===== src/rtl/truth_table_sweeper_if.sv =====
// Bus between the sweeper and its surroundings: control/result signals
// toward the lab controller plus the drive/sense pair toward the gate circuit.
interface truth_table_sweeper_if #(
    parameter int N_IN = 3
);
    logic                    start;
    logic [(1<<N_IN)-1:0]    expected_tt;
    logic                    dut_out;
    logic [N_IN-1:0]         dut_in;
    logic                    busy;
    logic                    done;
    logic                    pass;
    logic [N_IN:0]           err_count;
    logic                    first_err_valid;
    logic [N_IN-1:0]         first_err_idx;

    // Controller / environment side
    modport master (
        output start, expected_tt, dut_out,
        input  dut_in, busy, done, pass, err_count, first_err_valid, first_err_idx
    );

    // Sweeper side
    modport slave (
        input  start, expected_tt, dut_out,
        output dut_in, busy, done, pass, err_count, first_err_valid, first_err_idx
    );
endinterface


===== src/rtl/truth_table_sweeper.sv =====
// Exhaustive truth-table sweeper: walks dut_in through every code, holds each
// vector HOLD_CYCLES cycles, samples dut_out on the last held cycle and
// compares it against a golden table latched at start.
module truth_table_sweeper #(
    parameter int N_IN        = 3,
    parameter int HOLD_CYCLES = 4
) (
    input  logic                         clk,
    input  logic                         rst_n,
    truth_table_sweeper_if.slave         bus
);
    localparam int                NV        = 1 << N_IN;
    localparam int                HW        = (HOLD_CYCLES > 1) ? $clog2(HOLD_CYCLES) : 1;
    localparam logic [HW-1:0]     HOLD_LAST = HW'(HOLD_CYCLES - 1);
    localparam logic [N_IN-1:0]   LAST_VEC  = '1;
    localparam logic [N_IN:0]     ERR_MAX   = (N_IN+1)'(NV);

    typedef enum logic {S_IDLE, S_RUN} state_t;

    state_t            state_q, state_d;
    logic [HW-1:0]     hold_cnt_q, hold_cnt_d;
    logic [NV-1:0]     tt_q, tt_d;
    logic [N_IN-1:0]   dut_in_q, dut_in_d;
    logic              busy_q, busy_d;
    logic              done_q, done_d;
    logic              pass_q, pass_d;
    logic [N_IN:0]     err_count_q, err_count_d;
    logic              fev_q, fev_d;
    logic [N_IN-1:0]   fei_q, fei_d;
    logic              mismatch;

    // Next-state and result update; the sample happens only on the last held cycle
    always_comb begin
        state_d     = state_q;
        hold_cnt_d  = hold_cnt_q;
        tt_d        = tt_q;
        dut_in_d    = dut_in_q;
        busy_d      = busy_q;
        done_d      = 1'b0;
        pass_d      = pass_q;
        err_count_d = err_count_q;
        fev_d       = fev_q;
        fei_d       = fei_q;
        mismatch    = 1'b0;
        case (state_q)
            S_IDLE: begin
                if (bus.start) begin
                    tt_d        = bus.expected_tt;
                    dut_in_d    = '0;
                    hold_cnt_d  = '0;
                    busy_d      = 1'b1;
                    err_count_d = '0;
                    fev_d       = 1'b0;
                    fei_d       = '0;
                    pass_d      = 1'b0;
                    state_d     = S_RUN;
                end
            end
            S_RUN: begin
                if (hold_cnt_q != HOLD_LAST) begin
                    hold_cnt_d = hold_cnt_q + 1'b1;
                end else begin
                    mismatch = (bus.dut_out != tt_q[dut_in_q]);
                    if (mismatch) begin
                        if (err_count_q != ERR_MAX) err_count_d = err_count_q + 1'b1;
                        if (!fev_q) begin
                            fev_d = 1'b1;
                            fei_d = dut_in_q;
                        end
                    end
                    hold_cnt_d = '0;
                    if (dut_in_q != LAST_VEC) begin
                        dut_in_d = dut_in_q + 1'b1;
                    end else begin
                        // Final sample: pass needs a clean history and a clean last sample
                        busy_d   = 1'b0;
                        done_d   = 1'b1;
                        dut_in_d = '0;
                        pass_d   = !fev_q && !mismatch;
                        state_d  = S_IDLE;
                    end
                end
            end
            default: state_d = S_IDLE;
        endcase
    end

    // State and result registers; reset aborts any sweep without a done pulse
    always_ff @(posedge clk or negedge rst_n) begin
        if (!rst_n) begin
            state_q     <= S_IDLE;
            hold_cnt_q  <= '0;
            tt_q        <= '0;
            dut_in_q    <= '0;
            busy_q      <= 1'b0;
            done_q      <= 1'b0;
            pass_q      <= 1'b0;
            err_count_q <= '0;
            fev_q       <= 1'b0;
            fei_q       <= '0;
        end else begin
            state_q     <= state_d;
            hold_cnt_q  <= hold_cnt_d;
            tt_q        <= tt_d;
            dut_in_q    <= dut_in_d;
            busy_q      <= busy_d;
            done_q      <= done_d;
            pass_q      <= pass_d;
            err_count_q <= err_count_d;
            fev_q       <= fev_d;
            fei_q       <= fei_d;
        end
    end

    assign bus.dut_in          = dut_in_q;
    assign bus.busy            = busy_q;
    assign bus.done            = done_q;
    assign bus.pass            = pass_q;
    assign bus.err_count       = err_count_q;
    assign bus.first_err_valid = fev_q;
    assign bus.first_err_idx   = fei_q;
endmodule


===== src/flat_wrapper.sv =====
// flat-port wrapper written by rule: the top's interface ports become plain ports
module truth_table_sweeper_flat 
#(
    parameter int N_IN        = 3,
    parameter int HOLD_CYCLES = 4
)
  (clk, rst_n, bus_start, bus_expected_tt, bus_dut_out, bus_dut_in, bus_busy, bus_done, bus_pass, bus_err_count, bus_first_err_valid, bus_first_err_idx);
  truth_table_sweeper_if #(.N_IN(N_IN)) bus_i ();
  input  logic clk;
  input  logic rst_n;
  input wire logic [$bits(bus_i.start)-1:0] bus_start;
  input wire logic [$bits(bus_i.expected_tt)-1:0] bus_expected_tt;
  input wire logic [$bits(bus_i.dut_out)-1:0] bus_dut_out;
  output wire logic [$bits(bus_i.dut_in)-1:0] bus_dut_in;
  output wire logic [$bits(bus_i.busy)-1:0] bus_busy;
  output wire logic [$bits(bus_i.done)-1:0] bus_done;
  output wire logic [$bits(bus_i.pass)-1:0] bus_pass;
  output wire logic [$bits(bus_i.err_count)-1:0] bus_err_count;
  output wire logic [$bits(bus_i.first_err_valid)-1:0] bus_first_err_valid;
  output wire logic [$bits(bus_i.first_err_idx)-1:0] bus_first_err_idx;
  assign bus_i.start = bus_start;
  assign bus_i.expected_tt = bus_expected_tt;
  assign bus_i.dut_out = bus_dut_out;
  assign bus_dut_in = bus_i.dut_in;
  assign bus_busy = bus_i.busy;
  assign bus_done = bus_i.done;
  assign bus_pass = bus_i.pass;
  assign bus_err_count = bus_i.err_count;
  assign bus_first_err_valid = bus_i.first_err_valid;
  assign bus_first_err_idx = bus_i.first_err_idx;
  truth_table_sweeper #(.N_IN(N_IN), .HOLD_CYCLES(HOLD_CYCLES)) u_core (.clk(clk), .rst_n(rst_n), .bus(bus_i));
endmodule

===== config.mk =====
export PLATFORM = sky130hd
export DESIGN_NAME = truth_table_sweeper_flat
export DESIGN_NICKNAME = d
export VERILOG_FILES = /design/src/rtl/truth_table_sweeper_if.sv /design/src/rtl/truth_table_sweeper.sv /design/src/flat_wrapper.sv
export SDC_FILE = /design/constraint.sdc
export NUM_CORES = 1
export LEC_CHECK = 0
export CAP_MARGIN = 15
export CORE_MARGIN = 2
export CORE_UTILIZATION = 49
export CTS_CLUSTER_DIAMETER = 80
export DETAILED_ROUTE_END_ITERATION = 8
export GPL_TIMING_DRIVEN = 0
export PLACE_DENSITY = 0.74
export SLEW_MARGIN = 5
export SYNTH_ARGS = -nofsm -noshare
export SYNTH_HDL_FRONTEND = slang
export SYNTH_SLANG_ARGS = --single-unit

===== constraint.sdc =====
create_clock -name clk -period 2.7 [get_ports clk]
set_clock_uncertainty 0.15 [all_clocks]
set_input_delay 0.54 -clock clk [delete_from_list [all_inputs] [get_ports clk]]
set_output_delay 0.54 -clock clk [all_outputs]
set_load 0.02 [all_outputs]

==> key figures <==
Routing
  – Met1 wire length: 1.17 mm
  – Vias per inst: 5.34
  – Routed met2 length: 1.38 mm
  – Detail Route met3 WL: 86 um
  – Post-DR wirelength/cell: 14.3 um
  – DRT antenna net count: 0
  – Final wirelength: 2.67 mm
  – Drt pass-1 iters: 4
  – Vias: 998
  – Initial DRC Count: 25
  – Max Used Layer: met4
  – DRC: 0

Critical path
  – R2r startpoint: u_core.bus.dut_in[0]
  – Crit path arrival time: 2.36 ns
  – R2r worst-path depth: 6
  – Crit path max fanout: 10
  – Worst setup EP type: register
  – Setup CP Type: reg2reg
  – CP Launch Point: u_core.bus.dut_in[0]
  – Startpoint Class: register
  – CP Data Required Time: 2.73 ns

Floorplan
  – Num rows: 18
  – Boundary pin count: 26
  – Core ar.: 2430 um2
  – Die Wd: 54.1 um
  – Starting Density: 0.506
  – Die H: around 54 um
  – Die footprint: 2930 um2

Placement
  – Port Buf Inserts: 25
  – Post-DP HPWL: around 1.9 mm
  – Area after DPL: between 1500 and 2000 um2
  – RD Place Congestion: between 0.7 and 0.8

Clock network
  – H-Tree Depth: 1
  – Setup Buffers After CTS: 0
  – Post-CTS Hold Fix Bufs: 0
  – Cts repair resizes: 0
  – CTS tree: built
  – Clock sink count: 25
  – Clock Pin Slew Worst Setup and Hold Paths: 0.16 ns
  – Root Buffer: clkbuf_4
  – Clock Latency Late Sink: 0.33 ns
  – Max clock buf depth: 2
  – CTS buffer count: 3

Logic synthesis
  – Largest family of logic cells by synthesized area: simple AND/OR/NAND/NOR gates
  – Mux share of post-synthesis cell area: 0.0915
  – Post-Syn Nets: 144
  – Simple-gate share of the synthesized area: 0.192
  – Complex-gate fraction of the synthesized area: 0.108
  – Warning count from the yosys run: 0
  – Post-synthesis xor/xnor area fraction: 0.00711
  – Library cells used by synthesis: 28
  – Flops & latches, synth: 25
  – Post-Syn Area per Cell: approximately 9.7 um2
  – Sequential area share after synthesis: 0.508
  – Mapped Area: 1230 um2
  – Post-synthesis cell count: around 130
  – Adder-Cell Fraction of Synth Area: 0.0508

STA
  – Finish-stage setup viols: 0
  – RSZ-0062 raised after global routing: no
  – Fin. max-slew vios: 0
  – Crit share post-route: 0.862
  – Peak Freq: 430 MHz
  – Final setup TNS: 0 ns
  – Measured slew at the worst slew-check pin: 0.502 ns
  – Slew HR: 0.664
  – Final Hold Fails: 0
  – Crit path time final: 2.33 ns

GRT
  – First-pass GRT wire length: approximately 4.3 mm
  – Total gr overflow: 0
  – Vias in the first global route: 1024
  – Initial antenna violation count: 0
  – Largest net degree at the start of global routing: 26
  – Total track usage: 0.208

Finish
  – Post-layout util: 0.648
  – Diode count: 0
  – Layout area overhead: 28.0%
  – Layout cells sized above 1: 0.0446
  – Finished Cell Area: 1580 um2
  – Nets: approximately 180

Pwr
  – Power Density: 1150 nW/um2
  – Lkg Pwr: 0.758 nW
  – Total Power: 1.82 mW
  – IR drop worst, VDD: 0.000606 V

Status
  – Outcome: complete, no violations

Worst hold path
  – Worst hold path class: reg2reg
  – Hold path depth: 2
  – Min-delay src: u_core.tt_q[2]

Job
  – Max Cap Violations: 0
## registers in the layout, indices dropped and copies added, names as in the netlist
signal                      count
u_core.bus.first_err_idx        3
u_core.state_q                  1
u_core.hold_cnt_q               2
u_core.bus.first_err_valid      1
u_core.bus.pass                 1
u_core.bus.busy                 1
u_core.bus.dut_in               3
u_core.bus.done                 1
u_core.bus.err_count            4
u_core.tt_q                     8
## placed cells by master, fill, tap and decap left out, types with 2 or more instances in the layout
cell / netlist / routed
nand2_1: 35 / 35
clkdlybuf4s50_1: 0 / 25
dfrtp_1: 25 / 25
o21ai_0: 9 / 9
nor2_1: 8 / 8
inv_1: 6 / 6
mux2i_1: 6 / 6
clkbuf_1: 5 / 5
ha_1: 5 / 5
nand3_1: 4 / 4
clkbuf_4: 0 / 3
mux4_1: 2 / 2
nand4_1: 2 / 2
and2_1: 2 / 2
o31ai_1: 2 / 2
a21oi_1: 2 / 2
## report_power, final
group	switching [mW]	internal, mW	total [mW]
Combinational	0.485	0.468	0.953
Sequential	0.154	0.534	0.688
Clock	0.121	0.0567	0.178
Total	0.760	1.06	1.82
## routing by layer
metal / GRT usage / up-vias
met5: 0 / -
met4: 0.100 / 0
met3: 0.0250 / 4
met2: 0.371 / 19
met1: 0.243 / 483
li1: - / 492
## cell type report
class | count | area [um2]
inverters | 6 | 22.5
fillers | 214 | 856
repair buffers | 26 | 278
plain buffers | 6 | 30.0
clock inverters | 1 | 7.51
well taps | 30 | 37.5
flip-flops and latches | 25 | 626
clock buffers | 3 | 22.5
multi-input cells | 90 | 553
## path summary, 6_finish.rpt
check                                              endpoint  slack [ns]
worst max-delay path            u_core.bus.first_err_idx[1]        0.37
worst min-delay path                         u_core.tt_q[2]        0.34
worst max register to register  u_core.bus.first_err_idx[1]        0.37
worst min register to register               u_core.tt_q[2]        0.34
max in group asynchronous       u_core.bus.first_err_idx[2]        1.56
min in group asynchronous              u_core.hold_cnt_q[1]        0.37
## cells in the mapped netlist, drive strengths merged
cell type | count | area (um2)
nand3 | 4 | 20.0
mux2i | 6 | 60.1
a211oi | 1 | 7.51
clkbuf | 5 | 18.8
and2 | 3 | 20.0
and4b | 1 | 10.0
dfrtp | 25 | 626
nand2 | 35 | 131
o31ai | 2 | 15.0
nand2b | 1 | 6.26
or3 | 1 | 6.26
nand4 | 2 | 12.5
nor2 | 8 | 30.0
a211o | 1 | 8.76
o22a | 1 | 8.76
o21ai | 10 | 50.0
a41o | 1 | 10.0
ha | 5 | 62.6
a31oi | 1 | 6.26
mux4 | 2 | 52.6
a22o | 1 | 8.76
buf | 1 | 11.3
o211ai | 1 | 7.51
a21oi | 2 | 10.0
inv | 6 | 22.5
xnor2 | 1 | 8.76
## cell families after synthesis
kind of cell / count (synthesis)
adder cells (fa/ha/maj): 5
AND/OR/NAND/NOR: 55
AO/OA/AOI/OAI: 21
XOR/XNOR: 1
buffers and inverters: 12
multiplexers: 8
flip-flops: 25
## per-stage QoR
step                instances  hold WS (ns)  worst slack, ns
finish                    187         0.341            0.373
global route              187         0.381            0.317
CTS                       186         0.345            0.370
detailed placement        182         0.308            0.343
global placement          182         0.302            0.430
floorplan                 127        0.0944            0.563
## worst max-delay path: stages, from the launching register on
cell,delay (ns)
dfrtp_1,0.53
mux4_1,0.60
mux2i_1,0.18
xnor2_1,0.19
buf_6,0.20
mux2i_1,0.20
o21ai_0,0.12
(Power assumes the default switching activity.)
